==> config.mk <==
export PLATFORM = sky130hd
export DESIGN_NAME = ic1406_driver
export DESIGN_NICKNAME = d
export VERILOG_FILES = /design/src/rtl/ic1406_driver.sv
export SDC_FILE = /design/constraint.sdc
export NUM_CORES = 1
export LEC_CHECK = 0
export ABC_AREA = 1
export CAP_MARGIN = 10
export CORE_AREA = 5 5 42 44
export DETAILED_ROUTE_END_ITERATION = 16
export DIE_AREA = 0 0 47 49
export GPL_ROUTABILITY_DRIVEN = 0
export PLACE_DENSITY = 0.77
export SYNTH_ARGS = -nofsm -noshare
export SYNTH_HDL_FRONTEND = slang
export SYNTH_SLANG_ARGS = --single-unit
==> constraint.sdc <==
create_clock -name clk -period 1.4 [get_ports clk]
set_input_delay 0.28 -clock clk [delete_from_list [all_inputs] [get_ports clk]]
set_output_delay 0.28 -clock clk [all_outputs]
set_load 0.02 [all_outputs]
==> src/rtl/ic1406_driver.sv <==
// ic1406_driver: steers an ic1406 two-flip-flop unit to a requested {Q1,Q0} and parks it there.
// Optional consistency check of shadow state vs. unit outputs: define IC1406_DRIVER_CHECK_EN.
module ic1406_driver (
  input  logic       clk,
  input  logic       rst,
  input  logic       start,
  input  logic [1:0] target,
  output logic       A0,
  output logic       A1,
  output logic       A2,
  input  logic       Q0_obs,
  input  logic       Q1_obs,
  input  logic       Z_obs,
  output logic [1:0] state,
  output logic       busy,
  output logic       done,
  output logic       error
);

  // state   | meaning
  // IDLE    | park the unit on its current state, wait for start
  // SYNC    | unit is forced to 11 at this edge
  // STEP1   | unit passes through 01 (target 00 only)
  // STEP2   | unit reaches target
  typedef enum logic [1:0] {S_IDLE, S_SYNC, S_STEP1, S_STEP2} fsm_t;

  fsm_t       r_fsm, w_fsm_nxt;
  logic [1:0] r_tgt;
  logic [1:0] r_state, w_state_nxt;
  logic [2:0] r_code, w_code_nxt;
  logic       r_busy, w_busy_nxt;
  logic       r_done, w_done_nxt;

  function automatic logic [1:0] f_step(input logic [1:0] s, input logic [2:0] c);
    case (c)
      3'b000, 3'b001, 3'b010: f_step = {~s[1], 1'b1};
      3'b011:                 f_step = {s[1], ~s[0]};
      3'b100:                 f_step = {1'b1, s[0]};
      3'b101, 3'b110:         f_step = 2'b11;
      default:                f_step = {s[1], 1'b1};
    endcase
  endfunction

  // 00 cannot be held; 111 moves it to 01, which 111 then holds
  function automatic logic [2:0] f_park(input logic [1:0] s);
    case (s)
      2'b11:   f_park = 3'b101;
      2'b10:   f_park = 3'b100;
      default: f_park = 3'b111;
    endcase
  endfunction

  assign w_state_nxt = f_step(r_state, r_code);

  always_ff @(posedge clk) begin
    if (rst) begin
      r_fsm <= S_IDLE;
      r_tgt <= 2'b11;
    end else begin
      r_fsm <= w_fsm_nxt;
      if (r_fsm == S_IDLE && start) r_tgt <= target;
    end
  end

  always_comb begin
    w_fsm_nxt = r_fsm;
    case (r_fsm)
      S_IDLE:  if (start) w_fsm_nxt = S_SYNC;
      S_SYNC: begin
        case (r_tgt)
          2'b11:   w_fsm_nxt = S_IDLE;
          2'b00:   w_fsm_nxt = S_STEP1;
          default: w_fsm_nxt = S_STEP2;
        endcase
      end
      S_STEP1: w_fsm_nxt = S_STEP2;
      default: w_fsm_nxt = S_IDLE;
    endcase
  end

  always_comb begin
    w_code_nxt = f_park(w_state_nxt);
    case (r_fsm)
      S_IDLE:  if (start) w_code_nxt = 3'b101;
      S_SYNC: begin
        if (r_tgt == 2'b10)      w_code_nxt = 3'b011;
        else if (r_tgt != 2'b11) w_code_nxt = 3'b000;
      end
      S_STEP1: w_code_nxt = 3'b011;
      default: w_code_nxt = f_park(w_state_nxt);
    endcase
    w_busy_nxt = (w_fsm_nxt != S_IDLE);
    w_done_nxt = (r_fsm != S_IDLE) && (w_fsm_nxt == S_IDLE);
  end

  always_ff @(posedge clk) begin
    if (rst) begin
      r_code  <= 3'b101;
      r_state <= 2'b11;
      r_busy  <= 1'b0;
      r_done  <= 1'b0;
    end else begin
      r_code  <= w_code_nxt;
      r_state <= w_state_nxt;
      r_busy  <= w_busy_nxt;
      r_done  <= w_done_nxt;
    end
  end

  assign {A2, A1, A0} = r_code;
  assign state        = r_state;
  assign busy         = r_busy;
  assign done         = r_done;

`ifdef IC1406_DRIVER_CHECK_EN
  logic r_check_valid;
  logic r_error;

  always_ff @(posedge clk) begin
    if (rst) begin
      r_check_valid <= 1'b0;
      r_error       <= 1'b0;
    end else begin
      r_check_valid <= 1'b1;
      if (r_check_valid &&
          (({Q1_obs, Q0_obs} != r_state) || (Z_obs != (r_state[1] ^ r_state[0]))))
        r_error <= 1'b1;
    end
  end

  assign error = r_error;
`else
  logic w_unused_obs;
  assign w_unused_obs = ^{Q0_obs, Q1_obs, Z_obs};
  assign error        = 1'b0;
`endif

endmodule

==> results.json, run 1 <==
{
  "syn_area_per_cell_um2": 7.53,
  "cp_max_fo": 4,
  "leakagePower_nw": 0.311,
  "fin_crit_sh_pct": 89.9,
  "worstSetupStartpoint": "r_code[0]$_SDFF_PP1_",
  "coreArea_mm2": 0.00140,
  "worstPathArrival_ns": 0.98,
  "die_h_um": 49,
  "critPathBufInv": 1,
  "cap_viol_max_count": 0,
  "yosys-top-cells-count": "17 x nand2_1, 11 x dfxtp_1, 7 x inv_1, 7 x nor2_1",
  "reg2reg_from": "r_tgt[0]$_SDFFE_PP1P_",
  "insertion_delay_ns": 0.28,
  "clk_pin_slew_ns": 0.07,
  "holdCritStartpoint": "r_tgt[1]$_SDFFE_PP1P_",
  "hold_path_class": "reg -> reg",
  "num-fill-cells": 145,
  "cp_num_cells": 1,
  "place_hpwl_um": 782,
  "drc": 0,
  "finClkSkew_ns": 0.00575,
  "io_buffers": 11,
  "grt_pass1_vias": 412,
  "ctsHoldBuffers": 0,
  "grt_pass1_wl_um": 1650,
  "cts_root_buf": "clkbuf_4",
  "max_freq_mhz": 795,
  "drive_gt1_share_pct": 15.5,
  "worstSetupEndpoint": "A0",
  "track_usage_pct": 9.89,
  "p_total_mw": 0.742,
  "crit_path_max_incr_delay_ns": 0.36,
  "top_level_ports": 16,
  "async_reset_ff_share_pct": 0,
  "syn_nets": 78,
  "synthesis.area_um2": 504,
  "drtIter0Drc": 4,
  "syn_to_final_growth_pct": 32.3,
  "htreeDepth": 1,
  "via_count": 465,
  "cts_tree": "yes",
  "setup_viol": 0,
  "post-route-min-period_ns": 1.26,
  "synth_seq_cells": 11,
  "cts_buffer_depth": 2,
  "grt_antenna_before_repair": 0,
  "grt_max_degree": 7,
  "synth-edff-count": 0,
  "rows": 14,
  "yosysUniqueCellTypes": 19,
  "antenna_left": 0,
  "seq_area_frac_synth_pct": 43.7,
  "die_x_um": 47,
  "r2r_end": "busy$_SDFF_PP0_",
  "gr-total-overflow": 0,
  "powerDensity_mw_per_mm2": 1110,
  "crit_type": "reg -> out",
  "clkSinkCount": 11,
  "start_kind": "flip-flop",
  "synth_most_common_cell": "nand2_1",
  "first_pass_iters": 4,
  "n_antenna_cell": 0,
  "synth_largest_area_cell": "dfxtp_1",
  "synthFlopType": "dfxtp_1",
  "fin_tns_setup_ns": 0,
  "slew_viol_final": 0,
  "status": "finished clean",
  "crit_family": "flip-flops",
  "ir_drop_uv": 583,
  "holdWs_ns": 0.540,
  "hold_viol_final": 0,
  "crit_path_end_kind": "primary output",
  "r2r_slack_ns": 0.15,
  "cts_buffers": 3,
  "dieArea_mm2": 0.00230,
  "rsz0062_at_grt": "no",
  "via_per_inst": 4.65,
  "wirelength_um": 982,
  "required_ns": 1.12,
  "initial_core_util_pct": 36.0,
  "syn_inst": 67,
  "cp_cell_sequence": "dlygate4sd2_1",
  "reg2reg_depth": 6,
  "drt-wirelength-per-cell_um": 9.82,
  "final_nets": 96,
  "synthTopCellsByArea": "dfxtp_1 44%, nand2_1 13%, ha_1 7.4%, inv_1 5.2%, nor2_1 5.2%",
  "yosys_warnings": 0,
  "synth_top_area_share_pct": 43.7,
  "crit_slowest_cell": "dfxtp_1"
}
## routing by layer
layer	routed length (µm)	GRT usage, %	vias up
met4	22	4.15	0
li1	-	-	243
met5	0	0	-
met2	469	15.6	18
met3	79	4.80	3
met1	411	10.9	201
## logic make-up after synthesis
kind of cell | count (synthesis) | synth area share (%)
other | 1 | 0.744
AO/OA/AOI/OAI | 9 | 11.7
flip-flops | 11 | 43.7
AND/OR/NAND/NOR | 33 | 28.3
buffers and inverters | 10 | 8.19
adder cells (fa/ha/maj) | 3 | 7.44
## where the power goes
group | internal, mW | switching (mW)
logic | 0.0676 | 0.0938
registers | 0.338 | 0.0195
clock network | 0.111 | 0.113
total | 0.516 | 0.226
## stage by stage
| stage | utilization, % | instances | instance area [µm²] | setup slack, ns |
|---|---|---|---|---|
| 2_1_floorplan | - | 67 | 504 | 0.291 |
| 3_3_place_gp | 46.3 | 96 | 649 | 0.00588 |
| 3_5_place_dp | 46.3 | 96 | 649 | 0.00913 |
| 4_1_cts | 47.6 | 100 | 667 | 0.124 |
| 5_1_grt | 47.6 | 100 | 667 | 0.0679 |
| 6_report | 47.6 | 100 | 667 | 0.142 |
## how the worst min path moves through the flow
stage | end | slack [ns] | cells past startpoint
2_1_floorplan | r_fsm[1]$_SDFF_PP0_ | 0.35 | 1
3_3_place_gp | state[1]$_SDFF_PP1_ | 0.50 | 3
3_5_place_dp | r_tgt[1]$_SDFFE_PP1P_ | 0.53 | 2
4_1_cts | r_tgt[1]$_SDFFE_PP1P_ | 0.54 | 2
5_1_grt | r_tgt[1]$_SDFFE_PP1P_ | 0.57 | 2
6_report | r_tgt[1]$_SDFFE_PP1P_ | 0.54 | 2
## cell type report
class                   instances  area [µm²]  share of cell area (%)
well taps                      16        20.0                    3.00
inverters                       9        33.8                    5.07
repair buffers                 14         124                    18.6
clock buffers                   4        26.3                    3.94
flip-flops and latches         11         220                    33.0
multi-input cells              46         243                    36.4
## sequential cells by signal, indices dropped and copies added, names as in the netlist
register	count
busy	1
state	2
r_fsm	2
r_code	3
done	1
r_tgt	2
## layout by cell type (no fill, tap or decap)
| master | n |
|---|---|
| or2_1 | 1 |
| clkdlybuf4s50_1 | 4 |
| buf_4 | 3 |
| ha_1 | 3 |
| nor2_2 | 1 |
| o211ai_1 | 1 |
| a21oi_1 | 1 |
| nand2_2 | 1 |
| inv_1 | 7 |
| inv_2 | 2 |
| dlygate4sd2_1 | 7 |
| conb_1 | 1 |
| clkbuf_4 | 3 |
| a21oi_2 | 1 |
| dfxtp_1 | 11 |
| nand2_1 | 17 |
| o21ai_2 | 2 |
| nor4_1 | 1 |
| nand3_1 | 4 |
| clkbuf_1 | 1 |
| nor2_1 | 7 |
| nand3b_1 | 1 |
| o21ai_0 | 4 |
## timing repair
| action | in CTS | in global routing |
|---|---|---|
| endpoints found under the hold margin | 0 | 0 |
| gates resized for setup | 7 | 0 |
| endpoints found under the setup margin | 7 | 0 |
| setup buffers | 0 | 0 |
No activity file was read; power rests on OpenSTA's default activity.
==> run 2, diff against run 1 <==
--- a/constraint.sdc
+++ b/constraint.sdc
@@ -3,2 +3,2 @@
 set_output_delay 0.28 -clock clk [all_outputs]
-set_load 0.02 [all_outputs]
+set_load 0.1 [all_outputs]
==> run 2 against run 1 <==
Hold slack better by 0.00094 ns. Sequential power is 3% higher. Worst setup slack better by 0.049 ns. Clock skew is 0.0054 ns lower. Non-clock buffer count stayed put. Clock-buffer cell count stayed put. Cell count stayed put. Clock power is 4% lower. First-iteration DRC count is 25% higher.
==> results.json, run 2 (synthesis gave the netlist of run 1 again) <==
{
  "setup_viol": 0,
  "finClkSkew_ns": 0.000401,
  "hold_viol_final": 0,
  "reg2reg_depth": 6,
  "cts_buffer_depth": 2,
  "final_core_util_pct": 53.7,
  "cp_max_fo": 3,
  "rows": 14,
  "crit_path_end_kind": "flip-flop",
  "hold_depth": 2,
  "drc": 0,
  "first_pass_iters": 4,
  "cts_buffers": 3,
  "cap_viol_max_count": 0,
  "final_common_cell": "nand2_1",
  "crit_type": "reg -> reg",
  "drive_gt1_share_pct": 29.8,
  "status": "finished clean",
  "p_total_mw": 0.875,
  "largest_reg_flops": 3,
  "clkSinkCount": 11,
  "pre_cts_ws_ns": -0.0178,
  "place_hpwl_um": 793,
  "start_kind": "flip-flop",
  "coreArea_mm2": 0.00140,
  "antenna_left": 0,
  "design_area_um2": 752,
  "n_antenna_cell": 0,
  "power.share.clock_pct": 24.5,
  "ir_drop_uv": 644,
  "slew_viol_final": 0,
  "num-fill-cells": 138,
  "cts_tree": "yes",
  "drtIter0Drc": 5,
  "wirelength_um": 952,
  "mostFrequentLayoutCells": "17 x nand2_1, 7 x inv_1, 7 x nor2_1, 7 x buf_12, 6 x dfxtp_1",
  "switchingPower_mw": 0.318,
  "final_nets": 96,
  "drt-wirelength-per-cell_um": 9.52,
  "ctsResizeCount": 0,
  "die_h_um": 49,
  "placed_cells_incl_taps": 96,
  "gr-total-overflow": 0,
  "max_freq_mhz": 827,
  "initial_core_util_pct": 36.0,
  "layout_setup_ws_ns": 0.191,
  "fin_cells": 100,
  "required_ns": 1.61,
  "r2r_slack_ns": 0.19,
  "postCtsSetupRepairBufs": 0,
  "post-route-min-period_ns": 1.21,
  "htreeDepth": 1,
  "clk_pin_slew_ns": 0.07,
  "seq_area_um2": 226,
  "leakagePower_nw": 0.345,
  "track_usage_pct": 9.54,
  "dieArea_mm2": 0.00230,
  "ctsHoldBuffers": 0,
  "via_count": 460,
  "insertion_delay_ns": 0.26,
  "hold_path_class": "reg -> reg",
  "via_per_inst": 4.60,
  "io_buffers": 11,
  "placed_cell_area_um2": 726,
  "multi_input_area_um2": 243,
  "pwr-share-seq_pct": 42.0,
  "powerDensity_mw_per_mm2": 1160,
  "rsz0062_at_grt": "no",
  "regMostFlops": "r_code",
  "power.internal_mw": 0.557,
  "holdWs_ns": 0.541,
  "grt_pass1_wl_um": 1630,
  "grt_pass1_vias": 447,
  "die_x_um": 47,
  "power_frac_comb_pct": 33.5,
  "grt_antenna_before_repair": 0,
  "cts_root_buf": "clkbuf_4",
  "fin_tns_setup_ns": 0,
  "grt_max_degree": 7,
  "swShare_pct": 36.4,
  "syn_to_final_growth_pct": 49.1,
  "worstPathArrival_ns": 1.42,
  "fin_crit_sh_pct": 86.4,
  "top_level_ports": 16
}
-- run 2: cell count changes in the layout (fill, tap and decap cells not counted), sizes merged --
cell,change
buf,+7
dlygate4sd2,-7
-- run 2: power groups by stage --
stage / Sequential, mW / Combinational [mW] / Clock [mW]
floorplan: 0.467 / 0.0976 / 0
finish: 0.367 / 0.293 / 0.215
global placement: 0.373 / 0.291 / 0
CTS: 0.367 / 0.296 / 0.216
detailed placement: 0.375 / 0.295 / 0
global route: 0.371 / 0.315 / 0.236
-- run 2: routing by layer --
| layer | routed length, µm | global-route usage (%) | vias up |
|---|---|---|---|
| li1 | - | - | 241 |
| met1 | 379 | 9.56 | 206 |
| met2 | 488 | 16.5 | 11 |
| met3 | 64 | 3.32 | 2 |
| met4 | 20 | 4.61 | 0 |
| met5 | 0 | 0 | - |
-- run 2: layout make-up --
| cell class | instances | share of cell area (%) |
|---|---|---|
| Multi-Input combinational cell | 46 | 32.3 |
| Sequential cell | 11 | 30.1 |
| Timing Repair Buffer | 14 | 27.0 |
| Inverter | 9 | 4.49 |
| Clock buffer | 4 | 3.49 |
| Tap cell | 16 | 2.66 |
-- run 2: final timing paths --
kind,to,startpoint
setup reg to reg,busy$_SDFF_PP0_,r_tgt[0]$_SDFFE_PP1P_
hold reg to reg,r_tgt[1]$_SDFFE_PP1P_,r_tgt[1]$_SDFFE_PP1P_
hold / removal,r_tgt[1]$_SDFFE_PP1P_,r_tgt[1]$_SDFFE_PP1P_
setup / recovery,busy$_SDFF_PP0_,r_tgt[0]$_SDFFE_PP1P_
-- run 2: worst max-delay path: stages, from the launching register on --
cell and delay [ns]:
dfxtp_1 0.36, inv_1 0.07, ha_1 0.30, o21ai_2 0.15
inv_1 0.05, nor2_1 0.11, or2_1 0.11
==> run 3, diff against run 2 <==
Settings changed: CORE_AREA 5 5 42 44 to unset, CORE_MARGIN set to 5, CORE_UTILIZATION set to 38, CTS_CLUSTER_DIAMETER set to 200, DIE_AREA 0 0 47 49 to unset, PLACE_DENSITY 0.77 to 0.8.
Clock period 1.4 ns to 1.1 ns, I/O delays scaled along.
==> run 3 against run 2 <==
The flow now finishes with violations (negative setup slack). Clock skew increased by 0.0022 ns. Total power up 32%. Via count rose by 8.0%. Worst setup slack got worse by 0.25 ns. Register-to-register slack worse by 0.25 ns. Clock power up 28%. Hold slack lost 0.024 ns. Sequential power up 28%. Die area shrank 6.4%. First-iteration DRC count grew 40%.
==> results.json, run 3 (synthesis gave the netlist of run 1 again) <==
{
  "finClkSkew_ns": 0.00262,
  "design_area_um2": 811,
  "cts_tree": "yes",
  "dieArea_mm2": 0.00216,
  "final_common_cell": "nand2_1",
  "first_pass_iters": 4,
  "fin_crit_sh_pct": 105,
  "required_ns": 1.26,
  "grt_pass1_vias": 490,
  "cts_buffers": 3,
  "placed_cells_incl_taps": 98,
  "hold_viol_final": 0,
  "start_kind": "flip-flop",
  "worstSetupStartpoint": "r_tgt[0]$_SDFFE_PP1P_",
  "final_nets": 100,
  "setup_viol": 1,
  "gr-total-overflow": 0,
  "regMostFlops": "r_code",
  "htreeDepth": 1,
  "top_level_ports": 16,
  "leakagePower_nw": 0.362,
  "placed_cell_area_um2": 763,
  "clkSinkCount": 11,
  "drt-wirelength-per-cell_um": 10.9,
  "mostFrequentLayoutCells": "17 x nand2_1, 7 x nor2_1, 7 x buf_12, 7 x buf_4",
  "failed_checks": "negative setup slack",
  "die_x_um": 46.4,
  "layout_setup_ws_ns": -0.0559,
  "cap_viol_max_count": 0,
  "antenna_left": 0,
  "place_hpwl_um": 861,
  "coreArea_mm2": 0.00128,
  "initial_core_util_pct": 39.2,
  "rows": 13,
  "insertion_delay_ns": 0.27,
  "grt_max_degree": 7,
  "drc": 0,
  "hold_depth": 3,
  "n_antenna_cell": 0,
  "crit_path_end_kind": "flip-flop",
  "drive_gt1_share_pct": 40.9,
  "via_per_inst": 4.83,
  "grt_antenna_before_repair": 0,
  "holdWs_ns": 0.517,
  "die_h_um": 46.4,
  "rsz0062_at_grt": "yes",
  "ir_drop_uv": 951,
  "hold_path_class": "in -> reg",
  "fin_cells": 103,
  "cts_buffer_depth": 2,
  "slew_viol_final": 0,
  "cts_root_buf": "clkbuf_4",
  "track_usage_pct": 13.0,
  "post-route-min-period_ns": 1.16,
  "status": "finished, violations left",
  "largest_reg_flops": 3,
  "powerDensity_mw_per_mm2": 1420,
  "grt_pass1_wl_um": 1860,
  "via_count": 497,
  "reg2reg_depth": 6,
  "crit_type": "reg -> reg",
  "num-fill-cells": 98,
  "worstPathArrival_ns": 1.32,
  "syn_to_final_growth_pct": 60.8,
  "reg2reg_from": "r_tgt[0]$_SDFFE_PP1P_",
  "holdCritStartpoint": "target[1]",
  "drtIter0Drc": 7,
  "cp_max_fo": 3,
  "max_freq_mhz": 865,
  "clk_pin_slew_ns": 0.06,
  "io_buffers": 11,
  "wirelength_um": 1120
}
[run 3: through the flow]
| stage | utilization (%) | setup TNS, ns | total power, mW | setup slack (ns) |
|---|---|---|---|---|
| after floorplan | - | 0 | 0.716 | 0.0127 |
| after global placement | 59.4 | -0.809 | 0.856 | -0.193 |
| after detailed placement | 59.4 | -1.18 | 0.869 | -0.265 |
| after CTS | 63.0 | -0.0595 | 1.17 | -0.0595 |
| after global routing | 63.1 | -0.124 | 1.22 | -0.105 |
| final | 63.1 | -0.0559 | 1.15 | -0.0559 |
[run 3: power breakdown]
group	internal (mW)	switching, mW	total [mW]
clock	0.141	0.135	0.276
combinational	0.158	0.250	0.408
sequential	0.430	0.0388	0.468
total	0.728	0.424	1.15
[run 3: repair_timing]
item | CTS | global route
endpoints found under the hold margin | 0 | 0
setup endpoints to repair | 2 | 3
buffers inserted | 1 | 0
gates resized for setup | 2 | 1
hold buffers | 0 | 0
[run 3: layout make-up]
| cell class | instances | area [µm²] | area share (%) |
|---|---|---|---|
| multi-input combinational | 46 | 255 | 31.5 |
| inverter | 9 | 33.8 | 4.17 |
| clock buffer | 4 | 26.3 | 3.24 |
| sequential | 11 | 244 | 30.1 |
| timing repair buffer | 18 | 233 | 28.7 |
| tap | 15 | 18.8 | 2.31 |
[run 3: worst paths after layout]
path | endpoint | slack, ns
min reg2reg | state[1]$_SDFF_PP1_ | 0.57
min | r_tgt[1]$_SDFFE_PP1P_ | 0.52
max reg2reg | busy$_SDFF_PP0_ | -0.06
max | busy$_SDFF_PP0_ | -0.06
[run 3: per-layer routing]
layer  part of all wire (%)  global-route usage (%)  up-vias
li1                       -                       -      252
met1                     36                    11.7      218
met2                     51                    23.6       20
met3                    8.4                    2.34        7
met4                    4.6                    11.9        0
met5                      0                       0        -
[run 3: critical path, stage by stage (launching register included)]
cell and delay [ns]:
dfxtp_2 0.36, inv_2 0.06, ha_4 0.26, o21ai_2 0.06
inv_1 0.06, nor2_1 0.04, or2_1 0.21
==> RTL edit (flow settings as in run 3) <==
Build with the macro `IC1406_DRIVER_CHECK_EN` defined.
--- a/src/rtl/ic1406_driver.sv
+++ b/src/rtl/ic1406_driver.sv
@@ -1,5 +1,7 @@
 // ic1406_driver: steers an ic1406 two-flip-flop unit to a requested {Q1,Q0} and parks it there.
 // Optional consistency check of shadow state vs. unit outputs: define IC1406_DRIVER_CHECK_EN.
+`define IC1406_DRIVER_CHECK_EN
+
 module ic1406_driver (
   input  logic       clk,
   input  logic       rst,
Check against the original RTL: not equivalent (Yosys sat finds a counterexample within 4 cycles, from zero or initial values and one cycle with rst high).
==> RTL edit against run 3 <==
  * First-iteration DRC count down 86%
  * Synthesized cell count up 28%
  * Die area is 16% higher
  * Clock power grew 5%
  * Final area increased by 28%
  * Area after synthesis up 21%
  * Sequential power up 19%
  * Routed wire length is 21% higher
  * Worst setup slack better by 0.067 ns
  * Sequential cell count increased by 2
  * Total power increased by 17%
  * Via count increased by 24%
  * Highest routed layer unchanged
==> RTL edit: results (changes against run 3) <==
Layout cells sized above 1: 44.64% (+3.7 points)
Vias in the first global route: 599 (+22%)
Syn Nets: 97 (+24%)
Sw frac: 36.23% (-0.57 points)
Seq group: 0.557 mW (+19%)
Met1 Use GR: 11.59% (-0.12 points)
Initial detailed-routing violation count: 1 (-6)
Leak Pwr: 0.4584 nW (+26%)
Synth Area in Adders: 6.160% (-1.3 points)
Most area-consuming cells after synthesis: dfxtp_1, nand2_1, nor2_1
Synth Area in Compound Gates: 9.446% (-2.2 points)
GR Util met3: 2.410% (+0.066 points)
Top post-synthesis cells by count: nand2_1, nor2_1, dfxtp_1
XOR/XNOR Fraction of Synth Area: 0% (unchanged)
Initial antenna violation count: 0 (unchanged)
Logic gate share of total power: 37.3% (+1.9 points)
First-pass GRT wire length: 2290 µm (+23%)
Syn avg cell area: 7.085 µm² (-5.9%)
Largest net degree at the start of global routing: 8 (+1)
Setup Skew: 0.005912 ns (+0.003288 ns)
Final worst slack: 0.01098 ns (+0.06686 ns)
Grt met2 use: 21.34% (-2.3 points)
Power Combinational: 0.505 mW (+24%)
CP Capture Point: done
CTS resizes: 7 (+5)
Share of the yosys chip area belonging to registers: 42.71% (-0.96 points)
Library cells used by synthesis: 19 (unchanged)
Worst Hold Class: register to register
WHS: 0.4345 ns (-0.08253 ns)
# port buffers: 15 (+4)
GRT Total Usage: 11.45% (-1.5 points)
Reg2reg end: done
Post-Place Worst Slack: -0.1726 ns (+0.09200 ns)
Crit path DAT: 1.28 ns (-0.04 ns)
Hold Path Cell Cnt: 2 (-1)
Status: finished clean
Total Routed Length: 1360 µm (+21%)
Vias per inst: 4.805 (-0.43%)
Post-synthesis mux area share: 0% (unchanged)
Hold Startpoint: r_check_valid
Max reg flops: 3 (unchanged)
Post-DP HPWL: 970.2 µm (+13%)
Reg clk slew, reported paths: 0.08 ns (+0.02 ns)
Synth warn: 0 (unchanged)
Post CTS Setup Buffer Count: 3 (+2)
DP Area: 899.6 µm² (+18%)
Worst vdd ir: 845.9 µV (-11%)
Final #Nets: 124 (+24%)
Hold-critical path endpoint: error
Drt wl/cell: 10.63 µm (-2.3%)
==> RTL edit: layer usage <==
metal / share of wire [%] / vias to the layer above
met1: 40 / 275
met5: 0 / -
met4: 2.1 / 0
met2: 51 / 16
li1: - / 321
met3: 6.4 / 3
==> RTL edit: cells by family (layout without fill, tap and decap cells) <==
| kind of cell | after synthesis | in the layout |
|---|---|---|
| buf+inv | 12 | 38 |
| compound gates | 9 | 9 |
| simple gates | 49 | 49 |
| flops | 13 | 13 |
| fa+ha+maj | 3 | 3 |
==> RTL edit: worst register-to-register path, cell delays in order, from the launching register on <==
cell	delay [ns]
dfxtp_2	0.35
inv_2	0.05
ha_4	0.27
nor2_4	0.04
nor2_4	0.11
nand2_1	0.07
nor3_2	0.12
==> RTL edit: cell type report <==
type / instances / area [µm²]
fillers: 105 / 467.9
multi-input cells: 61 / 370.4
repair buffers: 23 / 294.0
flip-flops and latches: 13 / 286.5
inverters: 11 / 41.29
clock buffers: 4 / 26.28
well taps: 16 / 20.02
